--- src/rtl/fourbit_search.sv ---
// fourbit_search
//   Binary search over the 4-bit range 0..15 driven by an external comparator.
//   Each PROBE cycle presents a candidate on probe and samples the comparator
//   result (cmp_eq / cmp_lt / cmp_gt) on the next rising edge.
//
// Ports
//   clk          clock, all state changes on the rising edge
//   rst          asynchronous active-high reset
//   start        request a new search (only honoured in IDLE)
//   cmp_eq/lt/gt comparator feedback: probe ==, <, > hidden target
//   probe        candidate value, held outside PROBE
//   probe_valid  high while cmp_* is being sampled
//   busy         high from start acceptance through the done cycle
//   done         one-cycle pulse at search end
//   err          search failed (qualified by done)
//   result       last successfully found value
//   probes       probes issued in the last/current search
module fourbit_search (
    input  logic       clk,
    input  logic       rst,
    input  logic       start,
    input  logic       cmp_eq,
    input  logic       cmp_lt,
    input  logic       cmp_gt,
    output logic [3:0] probe,
    output logic       probe_valid,
    output logic       busy,
    output logic       done,
    output logic       err,
    output logic [3:0] result,
    output logic [2:0] probes
);

    typedef enum logic [1:0] {
        S_IDLE,
        S_PROBE,
        S_FINISH
    } state_t;

    state_t     r_state;
    state_t     w_state_nxt;
    logic [3:0] r_lo, r_hi, r_probe, r_result;
    logic [3:0] w_lo_nxt, w_hi_nxt, w_probe_nxt, w_result_nxt;
    logic [2:0] r_probes, w_probes_nxt;
    logic       r_err, w_err_nxt;
    logic [4:0] w_sum;
    logic       w_onehot;

    always_ff @(posedge clk or posedge rst) begin
        if (rst) begin
            r_state  <= S_IDLE;
            r_lo     <= '0;
            r_hi     <= '1;
            r_probe  <= '0;
            r_result <= '0;
            r_probes <= '0;
            r_err    <= 1'b0;
        end else begin
            r_state  <= w_state_nxt;
            r_lo     <= w_lo_nxt;
            r_hi     <= w_hi_nxt;
            r_probe  <= w_probe_nxt;
            r_result <= w_result_nxt;
            r_probes <= w_probes_nxt;
            r_err    <= w_err_nxt;
        end
    end

    always_comb begin
        w_state_nxt  = r_state;
        w_lo_nxt     = r_lo;
        w_hi_nxt     = r_hi;
        w_probe_nxt  = r_probe;
        w_result_nxt = r_result;
        w_probes_nxt = r_probes;
        w_err_nxt    = r_err;

        case ({cmp_eq, cmp_lt, cmp_gt})
            3'b100, 3'b010, 3'b001: w_onehot = 1'b1;
            default:                w_onehot = 1'b0;
        endcase

        case (r_state)
            S_IDLE: begin
                if (start) begin
                    w_lo_nxt     = '0;
                    w_hi_nxt     = '1;
                    w_probes_nxt = '0;
                    w_state_nxt  = S_PROBE;
                end
            end
            S_PROBE: begin
                w_probes_nxt = r_probes + 3'd1;
                if (!w_onehot) begin
                    w_err_nxt   = 1'b1;
                    w_state_nxt = S_FINISH;
                end else if (cmp_eq) begin
                    w_result_nxt = r_probe;
                    w_err_nxt    = 1'b0;
                    w_state_nxt  = S_FINISH;
                end else if (cmp_lt) begin
                    // Target above probe: an exhausted upper bound means
                    // the feedback contradicts earlier answers.
                    if (r_probe == r_hi) begin
                        w_err_nxt   = 1'b1;
                        w_state_nxt = S_FINISH;
                    end else begin
                        w_lo_nxt = r_probe + 4'd1;
                    end
                end else begin
                    if (r_probe == r_lo) begin
                        w_err_nxt   = 1'b1;
                        w_state_nxt = S_FINISH;
                    end else begin
                        w_hi_nxt = r_probe - 4'd1;
                    end
                end
            end
            S_FINISH: begin
                w_state_nxt = S_IDLE;
            end
            default: begin
                w_state_nxt = S_IDLE;
            end
        endcase

        // Midpoint is computed from the next bounds so that probe is already
        // registered and stable during every PROBE cycle.
        w_sum = {1'b0, w_lo_nxt} + {1'b0, w_hi_nxt};
        if (w_state_nxt == S_PROBE) begin
            w_probe_nxt = w_sum[4:1];
        end
    end

    assign probe       = r_probe;
    assign probe_valid = (r_state == S_PROBE);
    assign busy        = (r_state != S_IDLE);
    assign done        = (r_state == S_FINISH);
    assign err         = (r_state == S_FINISH) && r_err;
    assign result      = r_result;
    assign probes      = r_probes;

endmodule
--- config.mk ---
export PLATFORM = sky130hd
export DESIGN_NAME = fourbit_search
export DESIGN_NICKNAME = d
export VERILOG_FILES = /design/src/rtl/fourbit_search.sv
export SDC_FILE = /design/constraint.sdc
export NUM_CORES = 1
export LEC_CHECK = 0
export BUFFER_PORTS_ARGS = -buffer_cell sky130_fd_sc_hd__buf_2
export CAP_MARGIN = 20
export CORE_ASPECT_RATIO = 1.2
export CORE_MARGIN = 3
export CORE_UTILIZATION = 50
export CTS_CLUSTER_DIAMETER = 30
export DETAILED_ROUTE_END_ITERATION = 8
export PLACE_DENSITY = 0.8
export SLEW_MARGIN = 20
export SYNTH_ARGS = -nofsm -noshare
export SYNTH_HDL_FRONTEND = slang
export SYNTH_SLANG_ARGS = --single-unit
--- constraint.sdc ---
create_clock -name clk -period 2.3 [get_ports clk]
set_input_delay 0.345 -clock clk [delete_from_list [all_inputs] [get_ports clk]]
set_output_delay 0.345 -clock clk [all_outputs]
set_load 0.1 [all_outputs]
# ---- Word-level counts from Yosys, hierarchy flattened
# Index checks and enable logic that the tools add are counted.
dict set report word_totals {
  wordCells 57
  ram_bits 0
  inputBits 6
  mem_bits_ro 0
  latchBits 0
  out_inout_bits 15
  reg_bits 22
  memories 0
}
dict set report classes {
  mul 0
  div 0
  n_addsub 4
  n_eq_ne 11
  reduce_logical 8
  n_mux 27
  bitwise 0
  n_shift 0
  order_cmp 0
}
# op count
set ops {}
lappend ops {{$mux 4} 10}
lappend ops {{$pmux 4 s2} 2}
lappend ops {{$mux 2} 6}
lappend ops {{$eq 4x4->1} 2}
lappend ops {{$ne 4x3->1 const B} 2}
lappend ops {{$mux 1} 6}
lappend ops {{$pmux 3 s2} 1}
lappend ops {{$reduce_and 3->1} 2}
lappend ops {{$add 4x4->5} 1}
lappend ops {{$add 4x1->4 const B} 1}
lappend ops {{$eq 2x1->1 const B} 2}
lappend ops {{$pmux 2 s2} 1}
lappend ops {{$reduce_bool 2->1} 2}
lappend ops {{$sub 4x1->4 const B} 1}
lappend ops {{$add 3x1->3 const B} 1}
lappend ops {{$eq 3x1->1 const B} 1}
lappend ops {{$eq 3x2->1 const B} 1}
lappend ops {{$eq 3x3->1 const B} 1}
lappend ops {{$mux 3} 1}
lappend ops {{$reduce_or 3->1} 1}
lappend ops {{$eq 2x2->1 const B} 1}
lappend ops {{$logic_not 2->1} 1}
lappend ops {{$ne 2x2->1 const B} 1}
lappend ops {{$reduce_and 2->1} 1}
lappend ops {{$logic_and 1x1->1} 1}

# ---- Depth between registers and ports, before layout
dict set report logic_depth {
  depth_word 7
  depth_mapped 12
  mapped_depth_nobuf 11
}

# ---- Least setup slack after synthesis
# Ideal clock, no wire load.
dict set report synth_path {
  path_kind {reg-to-reg}
  from {register r_probe[0] (netlist: probe[0])}
  to {register r_probe[2] (netlist: probe[2])}
  arrival_time_ps 3017
  required_ps 2231
  setup_ps 69
  n_path_buf 1
  path_slack_ps -786
  path_stages_with_launch 10
  period_less_slack_ps 3086
  cell_sequence {dfrtp_1 buf_4 xor2_1 o41ai_4 nor2_1 o31a_1 ha_1 nand2_1 or4_1 nand3_1}
}
dict set report synth_via {
  elab_chain_len 7
  elab_cells_between_ends 22
  classes_between {add/sub (3); eq/ne (3); mux (16)}
}
# item line
set synth_lines {}
lappend synth_lines {{start, declared} 42} ;# logic [3:0] r_lo, r_hi, r_probe, r_result;
lappend synth_lines {{start signal, assigned} 62} ;# r_probe <= w_probe_nxt;
lappend synth_lines {{$sub 4x1->4 or $eq 4x4->1 (tied branches)} {115, 111}}
lappend synth_lines {{$mux 4 (*)} 111} ;# if (r_probe == r_lo) begin
lappend synth_lines {{$mux 4 (*)} 101} ;# end else if (cmp_lt) begin
lappend synth_lines {{$mux 4 (*)} 97} ;# end else if (cmp_eq) begin
lappend synth_lines {{$mux 4 (*)} 94} ;# if (!w_onehot) begin
lappend synth_lines {{$pmux 4 s2 (*)} 83} ;# case (r_state)
lappend synth_lines {{named net w_hi_nxt[2]} 43} ;# logic [3:0] w_lo_nxt, w_hi_nxt, w_probe_nxt, w_result_nxt;
lappend synth_lines {{$add 4x4->5 (*)} 129} ;# w_sum = {1'b0, w_lo_nxt} + {1'b0, w_hi_nxt};
# Mark *: on every way through the listed nets, which the timed path passes. The rest lies on a longest branch.
# A chain may end at the register's enable or synchronous reset.

# ---- Final worst setup path
dict set report layout_path {
  from {register r_probe[0] (netlist: probe[0])}
  to {register r_probe[2] (netlist: probe[2])}
}
dict set report layout_via {
  elab_chain_len 7
  elab_cells_between_ends 22
  classes_between {add/sub (3); eq/ne (3); mux (16)}
}
# item line
set layout_lines {}
lappend layout_lines {{$add 4x1->4 or $eq 4x4->1 (tied branches)} {108, 104}}
lappend layout_lines {{$mux 4 (*)} 104} ;# if (r_probe == r_hi) begin
lappend layout_lines {{$mux 4 (*)} 101}
lappend layout_lines {{$mux 4 (*)} 97}
lappend layout_lines {{$mux 4 (*)} 94}
lappend layout_lines {{$pmux 4 s2 (*)} 83}
lappend layout_lines {{named net w_lo_nxt[3]} 43}
lappend layout_lines {{$add 4x4->5 (*)} 129}
# Marked as above.

==> impl_results.md <==
* Register area share after synthesis at 0.408
* Routability-driven placement congestion ratio at 0.904
* Most common flop cell mapped by yosys: dfrtp_1
* Clk slew on worst S/H paths at 0.12 ns
* Area of the multi-input gates at 858 um2
* Number of antenna violations at the first check in global routing at 0
* Global-route wire length before repair at 5520 um
* Normalized max-slew margin at 0.445
* Final period util at 1.11
* Synth Warn # at 0
* Max Clk Rate at 393 MHz
* Outcome: finished, violations left
* Post-synthesis to final-layout area growth at 35.3%
* Worst-path fanout max at 4
* Kind of end point of the critical path: register
* Final net count at 188
* Number of flip-flops and latches in the synthesized netlist at 22
* Max Slew Vio Count at 0
* Worst-Skew Late Latency at 0.31 ns
* Fillers at 191
* Async SR Flop Fraction at 1.00
* Die X at 53.6 um
* Post-route core utilization at 0.715
* Setup repair after global routing missed its margin: true
* Final number of hold-violating endpoints at 0
* H-tree level count at 1
* Area of all placed cells without fillers at 1840 um2
* Crit path setup slack, layout at -0.245 ns
* Worst min path class: in -> async
* Data required time of the critical path at 2.55 ns
* Post-Synth Simple-Gate Area at 0.187
* Largest family of logic cells by synthesized area: simple AND/OR/NAND/NOR gates
* Via count at 1125
* MaxCap Viol Count at 0
* Number of different library cells in the post-synthesis netlist at 42
* CTS Root Cell: clkbuf_4
* Remaining antenna violation count at 0
* Sum of routed wire length over all layers at 3500 um
* Placement row count at 20
* Area fraction in compound gates after synthesis at 0.131
* Post-synth EDFFs at 0
* Detailed-route wire length per cell at 16.9 um
* Number of cells after detailed placement at 196
* Half-perimeter wire length of the detailed placement result at 2390 um
* Number of DRC markers after the initial detailed-route iteration at 49
* Violations in the final reports: setup timing
* CORE AREA at 2580 um2
* Buffer levels on the longest clock path at 2
* Area taken by flip-flops and latches at 568 um2
* Least-Margin Pin Slew at 0.832 ns
* DRC Markers at 0
* Clock period minus final worst setup slack at 2.55 ns
* Post-placement cell area at 1630 um2
* Gate count of the mapped netlist at 127
* Num CTS Buffers at 3
* Post-Synthesis Cell Area at 1360 um2
* CP Data Arrival Time at 2.80 ns
* Share of final-layout standard cells stronger than drive strength 1 at 0.540
* Adder and majority gate portion of the synthesized area at 0.0699
* Sinks on the clock net at 22
* Largest net degree at the start of global routing at 23
* # port buffers at 20
* Worst setup timing slack at the placement stage at -0.329 ns
* Critical path startpoint category: register
* Grt total ovfl at 0
* Number of detailed-routing iterations run before antenna repair at 4
* Post-Synthesis Net Count at 140
* Fraction of synthesized area in multiplexers at 0.0551
* Number of diodes at 0
* Post-Syn Area per Cell at 10.7 um2
* Die boundary height at 63.2 um
* Effective utilization at floorplan at 0.528
* Number of vias per cell at 5.43
* Setup-violating endpoint count in the final report at 4
* Number of global-route vias before repair at 1184
* Post-Route Skew at 0.00129 ns
* Tot GR Track Use at 0.222
* Fraction of synthesized cell area in xor and xnor cells at 0.0892
* IO Count at 21
* Clock tree from TritonCTS: done
* Startpoint-to-endpoint class of the critical path: reg -> reg
* Die area at 3390 um2
* Filler-free cell count of the finished design at 207
-- synthesized netlist by cell type, types with 2 or more instances --
master / n / area [um2]
nand2b_1: 2 / 12.5
ha_1: 6 / 75.1
a22o_1: 2 / 17.5
dfstp_2: 4 / 105
buf_6: 4 / 45.0
and2_1: 2 / 12.5
o21ai_0: 9 / 45.0
xor2_1: 9 / 78.8
a21oi_1: 2 / 10.0
nor3b_1: 2 / 15.0
nand2_1: 12 / 45.0
xnor2_1: 3 / 26.3
inv_1: 7 / 26.3
o21bai_2: 2 / 22.5
o21bai_1: 2 / 15.0
nor2_1: 8 / 30.0
nor3_1: 2 / 10.0
dfrtp_1: 18 / 450
mux2i_1: 3 / 30.0
mux2_2: 4 / 45.0
nand3_1: 3 / 15.0
-- registers in the layout (all words and copies together) (netlist names) --
register / count
r_lo: 4
r_err: 1
r_hi: 4
probes: 3
probe: 4
r_state: 2
result: 4
-- critical path, stage by stage (launching register included) --
cell and delay, ns:
dfrtp_4 0.54, xor2_4 0.20, nor4b_4 0.32, nor2_2 0.09
buf_4 0.15, nand2_2 0.12, o21ai_2 0.10, ha_1 0.35
or4_1 0.53, nand3_1 0.09
-- timing repair --
item,CTS,global route
gates resized for setup,20,10
pin swaps,8,10
hold endpoints to repair,0,0
hold buffers,0,0
endpoints found under the setup margin,4,5
buffers inserted,4,4
-- placed cells by master (no fill, tap or decap), drive strengths merged --
master	synthesis	final
o21ai	9	9
o2111ai	1	1
dfstp	4	4
o211ai	1	1
fa	1	1
a21o	1	1
and2b	1	1
nand2	12	12
nor4b	2	2
mux2i	3	3
or2	2	2
xnor2	3	3
nor3	3	3
a21oi	2	2
dfrtp	18	18
mux2	4	4
buf	5	48
inv	7	7
or3b	1	1
or4	1	1
ha	6	6
a22oi	1	1
o31a	1	1
nor3b	3	3
nand3	3	3
xor2	10	10
clkbuf	0	4
nand2b	2	2
o41ai	1	1
o21bai	4	4
a22o	2	2
nand4b	1	1
clkinv	1	1
and2	2	2
nor2	8	8
nor2b	1	1
-- area by class of cell --
cell class / instances / area share
Timing Repair Buffer: 48 / 0.173
Clock buffer: 4 / 0.0143
Multi-Input combinational cell: 92 / 0.466
Sequential cell: 22 / 0.308
Tap cell: 33 / 0.0224
Inverter: 8 / 0.0163
-- per-layer routing --
metal  track usage  wire [um]  up-vias
li1              -          -      526
met1         0.256       1270      540
met2         0.377       1890       41
met3        0.0355        161       18
met4         0.118        179        0
met5             0          0        -
-- path summary, 6_finish.rpt --
check | start | endpoint | slack [ns] | cells after the start
worst min-delay path | rst | r_err$_DFFE_PP0P_ | 0.18 | 2
worst max-delay path | probe[0]$_DFFE_PP0N_ | probe[2]$_DFFE_PP0N_ | -0.25 | 9
worst min register to register | result[3]$_DFFE_PP0P_ | result[3]$_DFFE_PP0P_ | 0.51 | 1
max in group asynchronous | rst | probe[0]$_DFFE_PP0N_ | 1.52 | 2
worst max register to register | probe[0]$_DFFE_PP0N_ | probe[2]$_DFFE_PP0N_ | -0.25 | 9
min in group clk | cmp_lt | r_err$_DFFE_PP0P_ | 0.51 | 4
-- cells by family (layout without fill, tap and decap cells) --
logic type               count (synthesis)  count (layout)
AO/OA/AOI/OAI                           23              23
flip-flops                              22              22
AND/OR/NAND/NOR                         42              42
XOR/XNOR                                13              13
adder cells (fa/ha/maj)                  7               7
buffers and inverters                   13              60
multiplexers                             7               7
-- through the flow --
stage,hold slack (ns),TNS (ns)
after global placement,0.478,-0.525
final,0.176,-0.603
after CTS,0.206,-0.895
after floorplan,0.331,-1.39
after detailed placement,0.491,-0.856
after global routing,0.245,-1.09
Power is left out: the tool's default activity adds up to more than one toggle a clock period on the data nets, which glitch-free logic cannot reach.
